[config.mk]
export PLATFORM = sky130hd
export DESIGN_NAME = instr_mem_loader
export DESIGN_NICKNAME = d
export VERILOG_FILES = /design/src/rtl/instr_mem_loader.sv
export SDC_FILE = /design/constraint.sdc
export NUM_CORES = 1
export LEC_CHECK = 0
export ABC_AREA = 1
export BUFFER_PORTS_ARGS = -buffer_cell sky130_fd_sc_hd__buf_4
export CORE_AREA = 2 2 90 92
export DETAILED_ROUTE_END_ITERATION = 8
export DIE_AREA = 0 0 92 94
export PLACE_DENSITY = 0.75
export REMOVE_ABC_BUFFERS = 1
export SETUP_SLACK_MARGIN = 0.3
export SKIP_LAST_GASP = 1
export SLEW_MARGIN = 20
export SYNTH_ARGS = -nofsm -noshare
export SYNTH_HDL_FRONTEND = slang
export SYNTH_SLANG_ARGS = --single-unit
[constraint.sdc]
create_clock -name clk -period 2 [get_ports clk]
set_input_delay 0.4 -clock clk [delete_from_list [all_inputs] [get_ports clk]]
set_output_delay 0.4 -clock clk [all_outputs]
set_load 0.1 [all_outputs]
[src/rtl/instr_mem_loader.sv]
`default_nettype none
// ============================================================================
// Module : instr_mem_loader
// Packs a byte stream MSB-first into 32-bit words and writes each to imem.
// Rev    : 1.0
// ============================================================================
module instr_mem_loader #(
  parameter int          DEPTH     = 512,
  parameter logic [31:0] HALT_WORD = 32'hFFFFFFFF,
  parameter int          CNT_W     = 10
) (
  input  logic             clk,
  input  logic             rst_n,
  input  logic             Start,
  input  logic             Abort,
  input  logic [7:0]       RxData,
  input  logic             RxValid,
  output logic             RxReady,
  output logic             WrEn,
  output logic [31:0]      WrAddr,
  output logic [31:0]      WrData,
  output logic             Loading,
  output logic             Done,
  output logic [CNT_W-1:0] WordCount
);

  typedef enum logic [1:0] {
    S_IDLE    = 2'd0,
    S_COLLECT = 2'd1,
    S_WRITE   = 2'd2,
    S_DONE    = 2'd3
  } state_t;

  localparam logic [CNT_W-1:0] c_depth = CNT_W'(DEPTH);
  localparam logic [CNT_W-1:0] c_one   = CNT_W'(1);

  state_t           r_state;
  state_t           w_next_state;
  logic [23:0]      r_shift;
  logic [1:0]       r_bcnt;
  logic [CNT_W-1:0] r_widx;
  logic [CNT_W-1:0] r_wcount;
  logic [31:0]      r_wrdata;

  logic             w_accept;
  logic             w_last_byte;
  logic             w_start;
  logic             w_stop;
  logic [CNT_W-1:0] w_wcount_inc;

  assign w_accept     = RxValid && RxReady;
  assign w_last_byte  = w_accept && (r_bcnt == 2'd3);
  assign w_start      = Start && !Abort;
  assign w_wcount_inc = r_wcount + c_one;
  assign w_stop       = (r_wrdata == HALT_WORD) || (w_wcount_inc == c_depth);

  always_ff @(posedge clk or negedge rst_n) begin
    if (!rst_n) r_state <= S_IDLE;
    else        r_state <= w_next_state;
  end

  always_comb begin
    w_next_state = r_state;
    case (r_state)
      S_IDLE, S_DONE: if (Start)       w_next_state = S_COLLECT;
      S_COLLECT:      if (w_last_byte) w_next_state = S_WRITE;
      S_WRITE:        w_next_state = w_stop ? S_DONE : S_COLLECT;
      default:        w_next_state = S_IDLE;
    endcase
    // Abort overrides every transition, including a simultaneous Start.
    if (Abort) w_next_state = S_IDLE;
  end

  always_ff @(posedge clk or negedge rst_n) begin
    if (!rst_n) begin
      r_shift  <= '0;
      r_bcnt   <= '0;
      r_widx   <= '0;
      r_wcount <= '0;
      r_wrdata <= '0;
    end else begin
      case (r_state)
        S_IDLE, S_DONE: begin
          if (w_start) begin
            r_widx   <= '0;
            r_wcount <= '0;
            r_bcnt   <= '0;
            r_shift  <= '0;
          end
        end
        S_COLLECT: begin
          if (Abort) begin
            r_bcnt  <= '0;
            r_shift <= '0;
          end else if (w_accept) begin
            r_shift <= {r_shift[15:0], RxData};
            r_bcnt  <= r_bcnt + 2'd1;
            if (r_bcnt == 2'd3) r_wrdata <= {r_shift, RxData};
          end
        end
        S_WRITE: begin
          // The write in flight always counts; the address only advances if another word follows.
          r_wcount <= w_wcount_inc;
          if (!Abort && !w_stop) r_widx <= r_widx + c_one;
        end
        default: ;
      endcase
    end
  end

  assign RxReady   = (r_state == S_COLLECT);
  assign WrEn      = (r_state == S_WRITE);
  assign Loading   = (r_state == S_COLLECT) || (r_state == S_WRITE);
  assign Done      = (r_state == S_DONE);
  assign WrAddr    = {{(30-CNT_W){1'b0}}, r_widx, 2'b00};
  assign WrData    = r_wrdata;
  assign WordCount = r_wcount;

endmodule
`default_nettype wire

Word level (Yosys, flattened, before mapping) --
Cells that the tools add are included.
Operators by class: add/sub/neg operators 3, equality and inequality tests 11, multiplexer cells 17, bitwise operators 1, reduce and logical (&&, ||, !) cells 17
Operator list (count):
- 24-bit two-way mux | 3
- 24-bit case mux with 2 select lines | 1
- 10-bit case mux with 2 select lines | 2
- 32-bit equality test, second input constant | 1
- 10-bit by 1-bit adder with 10-bit output, second input constant | 2
- 10-bit two-way mux | 2
- 2-bit two-way mux | 7
- 10-bit equality test, second input constant | 1
- 2-bit equality test, second input constant | 3
- 3-bit by 2-bit != test with 1-bit output, second input constant | 2
- 2-bit case mux with 3 select lines | 1
- 3-bit AND reduction | 2
- 1-bit logical AND | 4
- 2-bit case mux with 2 select lines | 1
- 2-bit AND reduction | 2
- 4-bit AND reduction | 1
- 2-bit nonzero test | 2
- 3-bit != test, second input constant | 1
- 2-bit by 1-bit adder with 2-bit output, second input constant | 1
- 2-bit by 1-bit equality test with 1-bit output, second input constant | 1
- 1-bit zero test | 2
- 2-bit zero test | 1
- 1-bit logical OR | 2
- 2-bit by 1-bit != test with 1-bit output, second input constant | 1
- 3 further kinds | 3
Storage, ports and cells: bits in registers 80

Logic depth before layout (Yosys ltp) --
word-level depth 7, mapped depth 14

Worst setup path after synthesis --
Ideal clock, no wire load.
kind register to register, start register r_state[0], end register r_widx[0], setup time 67 ps, arrival 2492 ps, required time 1933 ps, slack -559 ps, cell stages (with the launch flop) 11, buffers on the path 0, path through dfrtp_1 inv_1 ha_1 inv_1 nor2_2 inv_1 nand2_2 nand2_2 nor2_1 nand2_1 nand2_1
RTL lines:
- start: declaration | RTL line 37 | state_t r_state;
- start signal: assignment | RTL line 59 | else r_state <= w_next_state;
- 2-bit equality test *
- named net WrEn | RTL line 19 | output logic WrEn,
- 2-bit by 1-bit != test with 1-bit output (no line) or 2-bit nonzero test (tied branches)
- 3-bit AND reduction (no line)
- end signal: assignment | RTL line 104 | if (!Abort && !w_stop) r_widx <= r_widx + c_one;
- end: declaration | RTL line 41 | logic [CNT_W-1:0] r_widx;
The timed path passes the listed nets; every way through them passes the cells marked *. A chain may end at the register's enable or synchronous reset.

Worst setup path in the final report --
start register r_state[1], end output Loading
Between the ends: longest elaborated chain between the ends 2
RTL lines:
- 2-bit by 1-bit equality test with 1-bit output or 2-bit equality test (tied branches) | RTL line 113 | assign Loading = (r_state == S_COLLECT) || (r_state == S_WRITE);
- 1-bit logical OR * | RTL line 113
- end: declaration | RTL line 22 | output logic Loading,
Mark *: on every way between the ends. The rest lies on a longest branch, timed or not.

==> results_dict.tcl <==
set metrics [dict create \
    status "finished clean" \
    crit_path_max_fanout 4 \
    post-dp-hpwl_um 5610 \
    slowest_delay_ns 0.46 \
    layout-drive-gt1-share 0.292 \
    synth_top_family_by_area "simple AND/OR/NAND/NOR gates" \
    vias 3110 \
    fp.dieH_um 94 \
    synth_fa_ha_area_frac 0.0200 \
    n_antenna_cell 0 \
    fin_area_mm2 0.00491 \
    place.gp.congestion 0.923 \
    setup_viol 0 \
    syn2layout_area_growth_pct 30.7 \
    min_period_ns 1.75 \
    cts_max_level 3 \
    rr_endpoint "r_widx[2]$_DFFE_PN0P_" \
    yosys.area_share.xor_xnor 0.00233 \
    critPathCaptureType "primary output" \
    grt_start_max_net_pins 65 \
    async_flop_share 1.00 \
    worstPathArrival_ns 1.35 \
    synth_top_area_share 0.533 \
    powerDensity_mw_per_mm2 1040 \
    synthDistinctLibCells 29 \
    wl_per_cell_um 13.9 \
    path_clk_slew_ns 0.08 \
    avgSynthCellArea_um2 8.75 \
    syn_area_mm2 0.00375 \
    critPathKind "reg -> out" \
    clockBufferDepth 2 \
    placed_cell_area_mm2 0.00435 \
    grt_usage 0.200 \
    total_power_uw 5130 \
    crit_slowest_cell "dfrtp_2" \
    p_leak_uw 0.00242 \
    maxCapViolCount 0 \
    first_pass_iters 4 \
    wl_um 8620 \
    drc_errors 0 \
    crit_chain "ha_4, inv_4, buf_12" \
    rr_worst_depth 13 \
    whs_ns 0.0101 \
    numCtsBuffers 9 \
    die_area_mm2 0.00865 \
    post_drt_via_cell_ratio 5.00 \
    yosys.area.top_type "dfrtp_1" \
    yosysSeqAreaShare 0.533 \
    drt_iter0_markers 146 \
    tritoncts "done" \
    clock_sinks 80 \
    finalClockSkew_ns 0.00575 \
    required_ns 1.60 \
    slew_violations 0 \
    synth-edff-count 0 \
    grt_pass1_wl_um 13700 \
    grt_pass1_vias 2969 \
    yosys_register_bits 80 \
    timing.rr.start "WordCount[0]$_DFFE_PN0P_" \
    row_count 32 \
    synth_simple_gate_area_frac 0.205 \
    layout_commonest_cell "nand2_1" \
    r2r_setup_slack_ns 0.28 \
    synthMuxAreaShare 0 \
    synth_cells 429 \
    portBuffers 68 \
    io_pins 91 \
    overflow 0 \
    synth_compound_area_frac 0.118 \
    synth_flop_cell "dfrtp_1" \
    start_kind "flip-flop" \
    hold_viol 0 \
    antenna_found_initial 0 \
    synth_warnings 0 \
    ir_worst_vdd_uv 498 \
    clock_latency_ns 0.35 \
    fin_crit_sh 0.876 \
    cts_root_buf "clkbuf_8" \
    rsz0062_at_grt "yes" \
    mostFrequentLayoutCells "nand2_1 (89), dfrtp_1 (78), buf_4 (75)" \
    min-delay-path-class "in -> async" \
    nNetsFinal 535 \
    die_x_um 92 \
    coreArea_mm2 0.00761 \
    max_freq_mhz 571 \
    ys_top_cells_by_area "dfrtp_1 (53%), nand2_1 (9.7%), inv_1 (6.3%), o21ai_0 (5.2%), o22ai_1 (4.7%)" \
    initial_core_util 0.494 \
    ant_nets 0 \
]
## through the flow
step / worst slack (ns) / util / setup TNS [ns] / cells
finish: 0.249 / 0.645 / 0 / 622
global route: 0.120 / 0.645 / 0 / 622
CTS: 0.262 / 0.624 / 0 / 616
detailed placement: 0.162 / 0.572 / 0 / 594
global placement: 0.224 / 0.572 / 0 / 594
floorplan: -0.663 / - / -42.55 / 417
## synthesized netlist by cell type (7+ instances only)
| cell | n |
|---|---|
| nand2_1 | 97 |
| dfrtp_1 | 80 |
| inv_1 | 63 |
| o21ai_0 | 39 |
| o22ai_1 | 28 |
| buf_4 | 22 |
| nor2_1 | 19 |
| nand3_1 | 17 |
| nand4_1 | 9 |
| clkbuf_1 | 8 |
| nand2_2 | 7 |
## power by group
group / total, uW / switching, uW / internal (uW)
combinational: 2020 / 1400 / 618
clock: 1230 / 592 / 643
sequential: 1870 / 92.5 / 1780
total: 5130 / 2090 / 3040
## worst max-delay path, delay by kind of cell (launching register included)
kind                     cells  cell delay, ns
flip-flops                   1            0.46
adder cells (fa/ha/maj)      1            0.32
buffers and inverters        2            0.21
## layer usage
metal  part of all wire  GRT usage
met1               0.42      0.248
met2               0.50      0.352
met3              0.066     0.0393
met4              0.015     0.0684
met5                  0          0
## cells by family after synthesis
kind of cell,after synthesis
xor+xnor,1
fa+ha+maj,6
simple gates,167
flops,80
other cells,1
compound gates,77
buf+inv,97
## final cells by class
class / instances / area (um^2)
clock buffer: 11 / 151
clock inverter: 4 / 52.6
fill: 625 / 2700
inverter: 64 / 243
multi-input combinational: 275 / 1560
sequential: 80 / 2000
tap: 102 / 128
timing repair buffer: 86 / 766
## how the worst max path moves through the flow
stage / from / end / depth (start not counted)
after detailed placement: WordCount[1]$_DFFE_PN0P_ / r_widx[2]$_DFFE_PN0P_ / 14
after CTS: r_state[1]$_DFFE_PN0P_ / Loading / 3
final: r_state[1]$_DFFE_PN0P_ / Loading / 3
after global placement: WordCount[1]$_DFFE_PN0P_ / r_widx[8]$_DFFE_PN0P_ / 14
after floorplan: r_state[1]$_DFFE_PN0P_ / WrData[0]$_DFFE_PN0P_ / 6
after global routing: WordCount[1]$_DFFE_PN0P_ / r_widx[6]$_DFFE_PN0P_ / 14
## flip-flops by register name (all words and copies together), names as in the netlist
name and cells:
WrData 32, r_bcnt 2, r_widx 10, WordCount 10, r_shift 24, r_state 2
## what timing repair did
item                                    4_1_cts  5_1_grt
endpoints found under the setup margin       39       77
hold buffers                                  0        0
buffers inserted                              5        5
resized for setup                            30       27
pin swaps                                     4        3
gates cloned                                  2        1
Power figures use the tool's default switching activity.
